$ cat config.mk
export PLATFORM = sky130hd
export DESIGN_NAME = alu_arbiter
export DESIGN_NICKNAME = d
export VERILOG_FILES = /design/src/rtl/alu_arbiter.sv
export SDC_FILE = /design/constraint.sdc
export NUM_CORES = 1
export LEC_CHECK = 0
export ABC_AREA = 1
export CAP_MARGIN = 30
export CORE_AREA = 2 2 120 122
export CTS_CLUSTER_SIZE = 12
export DETAILED_ROUTE_END_ITERATION = 8
export DIE_AREA = 0 0 122 124
export HOLD_SLACK_MARGIN = 0.1
export PLACE_DENSITY_LB_ADDON = 0.2
export SLEW_MARGIN = 20
export SYNTH_ARGS = -nofsm -noshare
export SYNTH_HDL_FRONTEND = slang
export SYNTH_SLANG_ARGS = --single-unit
$ cat constraint.sdc
create_clock -name i_clk -period 3.55 [get_ports i_clk]
set_input_delay 0.71 -clock i_clk [delete_from_list [all_inputs] [get_ports i_clk]]
set_output_delay 0.71 -clock i_clk [all_outputs]
set_load 0.02 [all_outputs]
$ cat src/rtl/alu_arbiter.sv
// Round-robin arbiter sharing one combinational ALU between N_REQ requesters,
// with a 1-deep response buffer per requester (1-cycle result latency).
module alu_arbiter #(
    parameter int N_REQ = 2,
    parameter int PTR_W = $clog2(N_REQ)
) (
    input  logic                 i_clk,
    input  logic                 i_reset,
    input  logic [N_REQ-1:0]     req_valid,
    output logic [N_REQ-1:0]     req_ready,
    input  logic [4*N_REQ-1:0]   req_op,
    input  logic [32*N_REQ-1:0]  req_a,
    input  logic [32*N_REQ-1:0]  req_b,
    output logic [N_REQ-1:0]     resp_valid,
    input  logic [N_REQ-1:0]     resp_ready,
    output logic [32*N_REQ-1:0]  resp_data,
    output logic [31:0]          alu_operand_a,
    output logic [31:0]          alu_operand_b,
    output logic [3:0]           alu_op_o,
    input  logic [31:0]          alu_data_i
);

    logic [N_REQ-1:0]    r_resp_valid;
    logic [32*N_REQ-1:0] r_resp_data;
    logic [PTR_W-1:0]    r_rr_ptr;

    logic [N_REQ-1:0]    w_eligible;
    logic [N_REQ-1:0]    w_grant;
    logic [N_REQ-1:0]    w_accept;
    logic [PTR_W-1:0]    w_win;
    logic                w_found;

    function automatic logic [PTR_W-1:0] wrap_idx(input logic [PTR_W-1:0] p, input int k);
        wrap_idx = PTR_W'((int'(p) + k) % N_REQ);
    endfunction

    // A full buffer is still eligible when it is being drained this same cycle.
    assign w_eligible = req_valid & (~r_resp_valid | resp_ready);

    always_comb begin
        w_found = 1'b0;
        w_win   = '0;
        for (int k = 1; k <= N_REQ; k++) begin
            if (!w_found && w_eligible[wrap_idx(r_rr_ptr, k)]) begin
                w_found = 1'b1;
                w_win   = wrap_idx(r_rr_ptr, k);
            end
        end
    end

    always_comb begin
        w_grant = '0;
        if (w_found) begin
            w_grant[w_win] = 1'b1;
        end
    end

    assign req_ready = i_reset ? '0 : w_grant;
    assign w_accept  = req_ready & req_valid;

    always_comb begin
        alu_operand_a = 32'h0;
        alu_operand_b = 32'h0;
        alu_op_o      = 4'h0;
        if (w_found) begin
            alu_operand_a = req_a[32*int'(w_win) +: 32];
            alu_operand_b = req_b[32*int'(w_win) +: 32];
            alu_op_o      = req_op[4*int'(w_win) +: 4];
        end
    end

    always_ff @(posedge i_clk or posedge i_reset) begin
        if (i_reset) begin
            r_resp_valid <= '0;
            r_resp_data  <= '0;
            r_rr_ptr     <= PTR_W'(N_REQ - 1);
        end else begin
            for (int i = 0; i < N_REQ; i++) begin
                if (w_accept[i]) begin
                    r_resp_valid[i]           <= 1'b1;
                    r_resp_data[32*i +: 32]   <= alu_data_i;
                end else if (resp_ready[i]) begin
                    r_resp_valid[i]           <= 1'b0;
                end
            end
            if (|w_accept) begin
                r_rr_ptr <= w_win;
            end
        end
    end

    assign resp_valid = r_resp_valid;
    assign resp_data  = r_resp_data;

endmodule

== After elaboration in Yosys (flattened, before gate mapping) ==
Cells that the tools add are included.

* Flip-flop bits (word level): 67
* Latch bits: 0
* RAM bits: 0
* Memory bits (read-only): 0
* Bits of input ports: 174
* Memories: 0

* Add/sub/neg operators: 2
* Multiply operators: 0
* Div/mod/pow operators: 0
* Order comparisons: 4
* Equal/unequal tests: 0
* Shift-type cells: 3
* Muxes and demuxes: 19
* Bitwise gates (word level): 4
* Reductions and logical operators: 6

{| class="wikitable"
|+ Operator list
! operator !! number
|-
| $shiftx 64x7->32 || 2
|-
| $mux 32 || 2
|-
| $mux 1 || 13
|-
| $shiftx 8x4->4 || 1
|-
| $lt 1x2->1 const B || 3
|-
| $and 2x2->2 || 2
|-
| $mux 2 || 2
|-
| $mux 4 || 1
|-
| $reduce_bool 2->1 || 2
|-
| $add 1x1->1 const B || 2
|-
| $logic_and 1x1->1 || 2
|-
| $not 2->2 || 1
|-
| $or 2x2->2 || 1
|-
| $reduce_or 2->1 || 1
|-
| $demux 1 s1 || 1
|-
| $ge 1x1->1 const B || 1
|-
| $logic_not 1->1 || 1
|}

== Logic depth before layout (Yosys ltp) ==
* Depth after elaboration: 17
* Mapped depth: 9
* Gate-level depth less buffers: 8

== Worst setup path after synthesis ==
OpenSTA, ideal clock, no wires.

* Kind: input -> register
* Start point: input port i_reset
* End point: register r_resp_data[21] (netlist: resp_data[21])
* Library setup time: 76 ps
* Arrival: 3303 ps
* Data required time: 3474 ps
* Path slack: 171 ps
* Stages: 4
* Path buffers: 1
* Path through: inv_2 clkbuf_1 nand4_1 nand2_1

* Word-level cells in the longest chain between the ends: 2

{| class="wikitable"
|+ RTL lines
! item !! RTL line !! RTL
|-
| start: declaration || 8 || <nowiki>input logic i_reset,</nowiki>
|-
| $mux 2 || 58 || <nowiki>assign req_ready = i_reset ? '0 : w_grant;</nowiki>
|-
| $and 2x2->2 || 59 || <nowiki>assign w_accept = req_ready & req_valid;</nowiki>
|-
| end signal: indexed assignment || 81 || <nowiki>r_resp_data[32*i +: 32] <= alu_data_i;</nowiki>
|-
| end: declaration || 24 || <nowiki>logic [32*N_REQ-1:0] r_resp_data;</nowiki>
|}

Every way passes these cells.
A chain may end at the register's enable or synchronous reset.

== Worst setup path after layout ==
* Start point: input port req_valid[1]
* End point: output port alu_operand_a[24]

* Word-level cells in the longest chain between the ends: 9
* Elaborated cells on any way between the ends: 13

{| class="wikitable"
|+ RTL lines
! item !! RTL line !! RTL
|-
| start: declaration || 9 || <nowiki>input logic [N_REQ-1:0] req_valid,</nowiki>
|-
| $and 2x2->2 * || 38 || <nowiki>assign w_eligible = req_valid & (~r_resp_valid | resp_ready);</nowiki>
|-
| $mux 1 (not written as such) (2 in series) || 44 || <nowiki>if (!w_found && w_eligible[wrap_idx(r_rr_ptr, k)]) begin</nowiki>
|-
| $mux 1 || 44 ||
|-
| $logic_not 1->1 || 44 ||
|-
| $logic_and 1x1->1 || 44 ||
|-
| $mux 1 || 44 ||
|-
| $shiftx 64x7->32 || 66 || <nowiki>alu_operand_a = req_a[32*int'(w_win) +: 32];</nowiki>
|-
| $mux 32 * || 65 || <nowiki>if (w_found) begin</nowiki>
|-
| end: declaration || 17 || <nowiki>output logic [31:0] alu_operand_a,</nowiki>
|}

Every way passes the cells marked *; elsewhere a longest branch is shown, timed or not. The select of a mux whose other input is x is not followed.

==> impl_summary.md <==
Clock tree
Clock tree synthesis selected as its root buffer the cell clkbuf_16. Post-CTS repair changed the size of 0 cells. In this run the number of H-tree levels came out at 3. The buffer depth of the longest clock path is 2. The hold buffer count at CTS is 0.

The count of clock tree sinks is 67. The number of clock buffers added by TritonCTS is 9. TritonCTS built the clock tree.

The clock slew seen by the registers of the worst setup and hold paths is approximately 0.06 ns. The number of setup buffers added after CTS is 0. The worst-skew pair later-pin latency is 0.33 ns.

Place
The number of port buffers is 309. The total placed instance area is 0.00694 mm². The wire-length estimate of the detail-placed layout is 12,900 µm.

At the placement stage, the worst setup path has a slack of between 0.15 and 0.2 ns. The congestion estimate from routability-driven global placement came to 0.751.

Floorplan
The vertical extent of the die is roughly 120 µm. The die covers 0.0151 mm². In this run the count of I/O pins placed on the die edge is 310. The initialized floorplan defines 43 standard-cell rows.

The effective utilization at floorplan is 0.269. The area of the core is roughly 0.014 mm². The floorplan step set the die width to 122 µm.

Logic synthesis
In this run, synthesis produced a sequential element count of 67. Synthesis produced a netlist with a net count of 698. The count of mapped cells out of synthesis is 524. After synthesis the cells add up to 0.00368 mm². Counting distinct cell types in the post-synthesis netlist gives 16. The sequential area share after synthesis is 0.455. The average cell area after synthesis is between 7 and 8 µm².

Yosys printed 0 warnings.

Timing
The hold violation total from the final report is 0. The worst hold slack across all endpoints is approximately 0.47 ns. The final critical-path required period is 3.35 ns. The worst slew margin relative to its limit is 0.607. Setup violations remaining at the end of the flow were counted as 0.

Between clock sinks in the finished design, the worst skew comes to 0.00642 ns. Of the available clock period, the critical path in the final layout requires 0.944. The slew at the pin closest to its max-slew limit is 0.590 ns. Derived from the worst setup path, the maximum achievable clock frequency is 298 MHz. Setup repair after global routing left no endpoint under its margin. The total negative slack for setup checks is 0 ns.

The count of final max-slew check failures is 0. Across all setup checks in the final design, the least slack found is roughly 0.2 ns.

Critical path
For the worst flop-to-flop path, the logic depth is 7. The reg-to-reg critical path endpoint is resp_data[1]. STA classifies the critical path startpoint as an input pin. The highest net fanout along the worst path is 18. Data on the critical path is required at its endpoint by ~2.8 ns. In this run the register-to-register setup slack is 1.87 ns. The worst setup path is of the in -> out kind. The beginning of the critical path is req_valid[1]. At the worst endpoint, the arrival time is 2.64 ns. STA classifies the critical path endpoint as an output pin.

The beginning of the worst register-to-register path is r_rr_ptr.

Global routing
The initial antenna violation count is 1. Entering global routing, the biggest net connects 69 pins. Global routing finished with a remaining overflow of 0. The number of global-route vias before repair is 4,387. The first global-routing pass estimated 24,000 µm of wire. In the global route stage, overall resource usage came out at 0.206.

Power and ir drop
The overall power consumption is about 3700 µW. In this run the static leakage power is 0.00345 µW. The relative contribution of sequential cells to total power is 0.286.

The clock share of power is 0.265. The power density over the cells is 503 mW/mm². The highest ir drop seen on vdd is between 0.3 and 0.4 mV.

The switching power summed over all nets is 1280 µW. The cell-internal power is 2370 µW. Of the total power, combinational logic draws 0.449. The net switching fraction of the power is 0.351.

Min path
The worst hold path terminates at resp_data[57]. The startpoint of the worst hold path is resp_data[57]. The path class of the tightest hold or removal check is reg -> reg. The count of cells along the worst hold path is 2.

Finish
The area growth from synthesis to final layout is 97.3%. Once layout is done, the placed cells without fillers occupy just over 0.007 mm². For this run, the post-layout net count is 993. The share of cells above drive strength 1 is 0.0534.

Route
The remaining design rule violation count is 0. The routed length per placed instance is 16.5 µm. Once detail routing completed, the nets flagged for antenna violations numbered 0. The number of DRC markers after the initial detailed-route iteration is 277.

The iteration count of the initial detailed-routing pass is 6. The detailed-route wire length is 16,600 µm. Dividing the detail-routed via count by the number of cells gives 4.60. The routed via count is 4,623.

Run
The max-cap violation count is 0.

Run status
The flow ran to the end, and the final reports show no timing, DRC or antenna violations.
## critical path, cell delays in order
cell and delay [ns]:
clkdlybuf4s50_1 0.48, a21boi_2 0.21, nand2_4 0.08, inv_2 0.14
buf_4 0.24, nand2_1 0.07, nand2_1 0.08, clkdlybuf4s50_1 0.61
## area by class of cell
cell class                      count  area (µm²)
Antenna cell                        1        2.50
Clock buffer                       11         243
Clock inverter                      5        83.8
Fill cell                        1311        6450
Inverter                            6        23.8
Multi-Input combinational cell    411        1750
Sequential cell                    67        1680
Tap cell                          180         225
Timing Repair Buffer              324        3260
## per-layer routing
layer / GRT usage / share of wire
met5: 0 / 0
met3: 0.0691 / 0.095
met4: 0.0797 / 0.029
met1: 0.240 / 0.38
met2: 0.352 / 0.50
## registers in the layout, indices dropped and copies added, names as in the netlist
name,count
resp_data,64
resp_valid,2
r_rr_ptr,1
## power by group through the flow
stage	logic (µW)	registers, µW	clock network, µW
after floorplan	533	1270	0
after global placement	1640	1050	0
after detailed placement	1650	1050	0
after CTS	1660	1050	989
after global routing	1760	1070	1020
final	1640	1050	968
## metrics by stage
step / util / cells
2_1_floorplan: - / 524
3_3_place_gp: 0.506 / 988
3_5_place_dp: 0.506 / 988
4_1_cts: 0.530 / 1004
5_1_grt: 0.530 / 1005
6_report: 0.530 / 1005
## how the worst max path moves through the flow
stage / to / slack [ns] / cells after the start
finish: alu_operand_a[24] / 0.20 / 8
detailed placement: alu_operand_a[24] / 0.20 / 8
global placement: alu_operand_b[0] / 0.24 / 9
global route: alu_operand_a[2] / 0.1 / 8
floorplan: resp_data[0] / 0.0004 / 2
CTS: alu_operand_a[24] / 0.19 / 8
## synth_stat cells (all sizes together)
cell / n / area, µm²
nand2: 307 / 1170
dfrtp: 66 / 1650
dfstp: 1 / 26.3
nand3: 70 / 360
a21boi: 1 / 11.3
inv: 6 / 22.5
nand4: 32 / 200
buf: 33 / 208
clkbuf: 7 / 26.3
nor2: 1 / 11.3
## placed cells by master, fill, tap and decap left out, drive strengths merged
cell type,n
diode,1
clkinv,1
nand3,70
inv,6
buf,17
a21boi,1
nand4,32
dfrtp,66
nor2,1
dfstp,1
clkinvlp,2
bufinv,2
nand2,307
clkdlybuf4s50,307
clkbuf,11
## kinds of logic (layout without fill, tap and decap cells)
kind of cell,Yosys count,count (layout),synth area share
buffers and inverters,46,346,0.0696
AOI/OAI and AO/OA,1,1,0.00306
other,0,1,0
and+or+nand+nor,410,410,0.472
DFF,67,67,0.455
No activity file was read; power rests on OpenSTA's default activity.
